[src/rtl/fpu_pkg.sv]
// Shared FP definitions for the FPU execute slice.
//   fop_t    : adder operation selector (add / subtract)
//   FADD_LAT : register stages inside the shared fadd instance
//   float_t  : IEEE-754 single-precision field view
//   flip_sign_if_sub : turns a subtract into an add on the second operand
package fpu_pkg;

  typedef enum logic {
    FOP_ADD = 1'b0,
    FOP_SUB = 1'b1
  } fop_t;

  localparam int FADD_LAT = 1;

  typedef struct packed {
    logic       s;
    logic [7:0] e;
    logic [22:0] f;
  } float_t;

  // a - b == a + (-b); negation of an IEEE value is a sign-bit flip,
  // including for zeros, infinities and NaNs.
  function automatic float_t flip_sign_if_sub(input float_t x, input fop_t op);
    float_t r;
    r   = x;
    r.s = x.s ^ (op == FOP_SUB);
    return r;
  endfunction

endpackage

[src/rtl/rr_arbiter.sv]
// Combinational round-robin arbiter.
//   req    : request vector
//   ptr    : index with highest priority this cycle (owner keeps the register)
//   gnt    : one-hot grant, first requester at or above ptr, wrapping
//   gnt_id : binary index of the granted requester (0 when none)
//   any    : a grant was issued
module rr_arbiter #(
  parameter int N  = 2,
  parameter int IW = $clog2(N)
) (
  input  logic [N-1:0]  req,
  input  logic [IW-1:0] ptr,
  output logic [N-1:0]  gnt,
  output logic [IW-1:0] gnt_id,
  output logic          any
);

  logic [IW-1:0] idx;

  always_comb begin
    // NOTE: every variable written here gets a default first, otherwise a
    // path that skips the assignment would infer a latch.
    gnt    = '0;
    gnt_id = '0;
    any    = 1'b0;
    idx    = '0;
    // NOTE: blocking assignments in combinational logic so that 'any' set
    // by an earlier loop iteration is seen by the later ones.
    for (int k = 0; k < N; k++) begin
      idx = IW'((int'(ptr) + k) % N);
      if (!any && req[idx]) begin
        any      = 1'b1;
        gnt[idx] = 1'b1;
        gnt_id   = idx;
      end
    end
  end

endmodule

[src/rtl/fadd_arbiter.sv]
// Shares one pipelined single-precision adder between N_REQ requesters.
//   clk, rst          : clock, synchronous active-high reset
//   flush             : drop every in-flight operation, no grant this cycle
//   req_valid/ready   : per-requester handshake, ready is a one-hot grant
//   req_op            : per-requester 0 = add, 1 = sub
//   req_x1/req_x2     : per-requester operands, packed 32 bits each
//   req_tag           : per-requester tag, returned with the result
//   resp_valid        : one-cycle pulse to the requester that owns resp_y
//   resp_y, resp_tag  : result and its tag, shared by all requesters
//   busy              : any operation still in flight
//   fa_x1/fa_x2/fa_y  : connection to the external fadd instance
module fadd_arbiter
  import fpu_pkg::*;
#(
  parameter int N_REQ = 2,
  parameter int LAT   = FADD_LAT,
  parameter int TAG_W = 4
) (
  input  logic                   clk,
  input  logic                   rst,
  input  logic                   flush,
  input  logic [N_REQ-1:0]       req_valid,
  output logic [N_REQ-1:0]       req_ready,
  input  logic [N_REQ-1:0]       req_op,
  input  logic [N_REQ*32-1:0]    req_x1,
  input  logic [N_REQ*32-1:0]    req_x2,
  input  logic [N_REQ*TAG_W-1:0] req_tag,
  output logic [N_REQ-1:0]       resp_valid,
  output logic [31:0]            resp_y,
  output logic [TAG_W-1:0]       resp_tag,
  output logic                   busy,
  output logic [31:0]            fa_x1,
  output logic [31:0]            fa_x2,
  input  logic [31:0]            fa_y
);

  localparam int IW = $clog2(N_REQ);

  logic [N_REQ-1:0] req_eff;
  logic [N_REQ-1:0] gnt;
  logic [IW-1:0]    gnt_id;
  logic             gnt_any;
  logic [IW-1:0]    ptr;
  logic [TAG_W-1:0] gnt_tag;
  float_t           x2_sel;

  // Tag pipeline: valid bits run one stage past the adder so busy covers
  // the cycle in which the result is being registered.
  logic [LAT:0]     stg_v;
  logic [IW-1:0]    stg_id  [LAT];
  logic [TAG_W-1:0] stg_tag [LAT];

  // Masking the requests (not the grant) keeps ptr and the tag pipeline
  // consistent: no grant means nothing is accepted and ptr holds.
  assign req_eff = (rst || flush) ? '0 : req_valid;

  rr_arbiter #(.N(N_REQ), .IW(IW)) u_rr_arbiter (
    .req    (req_eff),
    .ptr    (ptr),
    .gnt    (gnt),
    .gnt_id (gnt_id),
    .any    (gnt_any)
  );

  assign req_ready = gnt;

  always_comb begin
    fa_x1   = '0;
    x2_sel  = '0;
    gnt_tag = '0;
    for (int i = 0; i < N_REQ; i++) begin
      if (gnt[i]) begin
        fa_x1   = req_x1[i*32 +: 32];
        x2_sel  = flip_sign_if_sub(float_t'(req_x2[i*32 +: 32]), fop_t'(req_op[i]));
        gnt_tag = req_tag[i*TAG_W +: TAG_W];
      end
    end
    fa_x2 = x2_sel;
  end

  // NOTE: sequential state uses non-blocking assignments so every register
  // samples pre-edge values regardless of statement order.
  always_ff @(posedge clk) begin
    if (rst) begin
      ptr        <= '0;
      stg_v      <= '0;
      resp_valid <= '0;
      resp_y     <= '0;
      resp_tag   <= '0;
    end else begin
      if (gnt_any) begin
        ptr <= (gnt_id == IW'(N_REQ - 1)) ? '0 : gnt_id + 1'b1;
      end
      stg_v      <= flush ? '0 : {stg_v[LAT-1:0], gnt_any};
      resp_valid <= '0;
      if (stg_v[LAT-1] && !flush) begin
        resp_valid[stg_id[LAT-1]] <= 1'b1;
        resp_y                    <= fa_y;
        resp_tag                  <= stg_tag[LAT-1];
      end
    end
  end

  // NOTE: id/tag payload has no reset; it is only ever consumed under its
  // valid bit, which is reset, so leaving it unreset is safe and cheaper.
  always_ff @(posedge clk) begin
    stg_id[0]  <= gnt_id;
    stg_tag[0] <= gnt_tag;
    for (int k = 1; k < LAT; k++) begin
      stg_id[k]  <= stg_id[k-1];
      stg_tag[k] <= stg_tag[k-1];
    end
  end

  assign busy = (|stg_v) || (|resp_valid);

endmodule

[config.mk]
export PLATFORM = sky130hd
export DESIGN_NAME = fadd_arbiter
export DESIGN_NICKNAME = d
export VERILOG_FILES = /design/src/rtl/fpu_pkg.sv /design/src/rtl/rr_arbiter.sv /design/src/rtl/fadd_arbiter.sv
export SDC_FILE = /design/constraint.sdc
export NUM_CORES = 1
export LEC_CHECK = 0
export CAP_MARGIN = 5
export CORE_AREA = 2 2 109 111
export CTS_CLUSTER_SIZE = 14
export DETAILED_ROUTE_END_ITERATION = 7
export DIE_AREA = 0 0 111 113
export GPL_ROUTABILITY_DRIVEN = 0
export PLACE_DENSITY_LB_ADDON = 0.2
export SYNTH_ARGS = -nofsm -noshare
export SYNTH_HDL_FRONTEND = slang
export SYNTH_HIERARCHICAL = 1
export SYNTH_SLANG_ARGS = --single-unit
export TNS_END_PERCENT = 50
[constraint.sdc]
create_clock -name clk -period 3.8 [get_ports clk]
set_input_delay 1.14 -clock clk [delete_from_list [all_inputs] [get_ports clk]]
set_output_delay 1.14 -clock clk [all_outputs]
set_load 0.02 [all_outputs]
==> flow_metrics.py <==
metrics = {
    "status": {
        "status": "finished, final reports clean",
    },
    "clock_tree": {
        "clockRootBuffer": "clkbuf_16",
        "clockBufferDepth": 2,
        "cts.sink_count": 46,
        "cts_tree": "done",
        "clkSlewWorstSetupHoldPaths_ps": 60,
        "cts_buffers": 5,
        "htree_levels": 2,
        "clk_latency_ps": 280,
    },
    "global_route": {
        "antenna_found_initial": 1,
        "grt_pass1_vias": 3250,
        "grt_max_degree": 38,
        "grt_pass1_wl_mm": 18.7,
        "grt_usage": 0.193,
        "grt_overflow_total": 0,
    },
    "synth": {
        "yosys.area_share.simple": 0.162,
        "synth_top_area_cell": "dfxtp_1",
        "synth_xor_xnor_area_share": 0.00766,
        "yosys.area.top_type_share": 0.403,
        "seq_area_frac_synth": 0.403,
        "avgSynthCellArea_um2": 8.38,
        "synth_top_family_by_area": "compound AO/OA/AOI/OAI gates",
        "yosys_warnings": 6,
        "ys_ff_latch": 46,
        "synth_mux_area_frac": 0,
        "netlist_instances": 273,
        "synth_adder_area_share": 0,
        "syn_area_mm2": 0.00229,
        "synth_cell_types": 22,
        "syn-num-nets": 448,
        "synth_compound_area_frac": 0.349,
        "synth_area_leaders": "dfxtp_1, a22o_1, nand2_1",
    },
    "job": {
        "drv_cap": 0,
    },
    "routing": {
        "routed_wl_mm": 12.4,
        "drc": 0,
        "ant_nets": 0,
        "drt_first_iter_violations": 180,
        "via_per_inst": 4.46,
        "wire_per_inst_um": 17.9,
        "vias": 3107,
        "dr.pass1.iters": 4,
    },
    "die": {
        "pin_count": 280,
        "die_h_um": 113,
        "core_mm2": 0.0113,
        "fp.dieW_um": 111,
        "die_area_mm2": 0.0125,
        "rows": 39,
        "start_util": 0.203,
    },
    "placement": {
        "place_inst": 679,
        "port_buffers": 279,
        "dp_hpwl_mm": 9.83,
    },
    "min_path": {
        "hp-class": "flop to flop",
    },
    "timing": {
        "rsz0062_at_grt": "no",
        "tns_ps": 0,
        "slew_viol_final": 0,
        "tightest_slew_ps": 460,
        "final-hold-violation-count": 0,
        "whs_ps": 404,
        "report.final.setup_viol": 0,
        "min_period_over_period": 0.979,
        "fmax_mhz": 269,
        "fin_worst_skew_ps": 3.62,
        "post-route-min-period_ps": 3720,
        "relSlewSlack": 0.694,
    },
    "power": {
        "ir_drop_v": 0.000204,
        "p_leak_uw": 0.00218,
        "totalPowerFinal_uw": 1390,
        "p_per_area_mw_per_mm2": 259,
    },
    "setup_path": {
        "required_ps": 2660,
        "worstSetupPathType": "primary input to output port",
        "worst_setup_path_start_kind": "primary input",
        "end_kind": "output port",
        "worstPathArrival_ps": 2580,
        "cp_max_fo": 8,
    },
    "final_layout": {
        "nets": 728,
        "fill_cells": 1186,
        "area_growth_syn_to_layout_pct": 135,
        "insertedDiodeCount": 0,
        "stdcell_count": 697,
        "drive_gt1_frac": 0.190,
    },
}
## power breakdown
part / internal (µW) / switching [µW]
Sequential: 491 / 4.28
Clock: 311 / 180
Combinational: 252 / 155
Total: 1050 / 339
## what timing repair did
action	in CTS	in global routing
setup endpoints to repair	65	53
gates resized for setup	237	53
pin swaps	4	2
buffers inserted	10	1
hold buffers	0	0
gates cloned	2	0
## path summary, 6_finish.rpt
| kind | start | endpoint | slack (ps) | cells past startpoint |
|---|---|---|---|---|
| setup / recovery | flush | fa_x2[15] | 80 | 10 |
| hold / removal | stg_id[0] | resp_valid[0] | 400 | 1 |
| setup reg to reg | ptr | stg_tag[0][0] | 2200 | 8 |
| hold reg to reg | stg_id[0] | resp_valid[0] | 400 | 1 |
## logic make-up (layout without fill, tap and decap cells)
| kind of cell | after synthesis | in the layout |
|---|---|---|
| AND/OR/NAND/NOR | 89 | 89 |
| XOR/XNOR | 2 | 2 |
| AO/OA/AOI/OAI | 108 | 108 |
| buffers and inverters | 28 | 309 |
| flip-flops | 46 | 46 |
## per-layer routing
metal  share of wire  global-route usage  wire length, µm  vias up
met5          0.0013                   0               16        -
met2            0.48               0.326             5920      167
met4           0.016              0.0483              193        2
met3            0.13              0.0927             1600       13
li1                -                   -                -     1536
met1            0.38               0.221             4710     1389
## placed cells by master, fill, tap and decap left out, drive strengths merged
cell type | Yosys | final
nor2 | 2 | 2
o21ai | 2 | 2
dfxtp | 46 | 46
bufinv | 0 | 1
dlygate4sd2 | 0 | 3
or4 | 1 | 1
nand2 | 76 | 76
a21oi | 36 | 36
inv | 1 | 2
nor2b | 2 | 2
clkdlybuf4s50 | 0 | 209
xor2 | 2 | 2
a22o | 66 | 66
or2 | 1 | 1
clkinv | 0 | 1
clkbuf | 8 | 9
and3 | 1 | 1
a211oi | 1 | 1
buf | 19 | 84
a21boi | 3 | 3
and2 | 4 | 4
nand2b | 1 | 1
and2b | 1 | 1
## critical path, cell delays in order
cell	delay (ps)
buf_4	120
nor2_4	110
and2_4	190
a21boi_4	220
nor2b_4	70
buf_12	140
buf_16	130
buf_8	120
a22o_1	200
buf_6	130
## flip-flops by register name, summed over array words and instances, names as in the netlist
name / flops
ptr: 1
resp_tag: 4
resp_valid: 2
resp_y: 32
stg_id: 1
stg_tag: 4
stg_v: 2
## metrics by stage
step / instance area, µm² / worst slack (ps) / utilization
after global routing: 5370 / 3.93 / 0.476
after detailed placement: 5250 / -866 / 0.466
after CTS: 5620 / 8.05 / 0.499
after global placement: 5250 / -852 / 0.466
after floorplan: 2290 / 58.4 / -
final: 5370 / 80.7 / 0.476
## cells in the mapped netlist (all sizes together)
cell / number
o21ai: 2
nor2b: 2
and2: 4
nand2: 76
nand2b: 1
a21boi: 3
or4: 1
and3: 1
and2b: 1
nor2: 2
a211oi: 1
or2: 1
buf: 19
clkbuf: 8
a21oi: 36
a22o: 66
inv: 1
dfxtp: 46
xor2: 2
## final cells by class
class                           instances  area, µm²  share of cell area
Sequential cell                        46        921               0.172
Clock buffer                            5        125              0.0233
Multi-Input combinational cell        199       1250               0.233
Tap cell                              143        179              0.0333
Timing Repair Buffer                  300       2850               0.530
Inverter                                1       3.75            0.000699
Clock inverter                          3       43.8             0.00816
(Power assumes the default switching activity.)
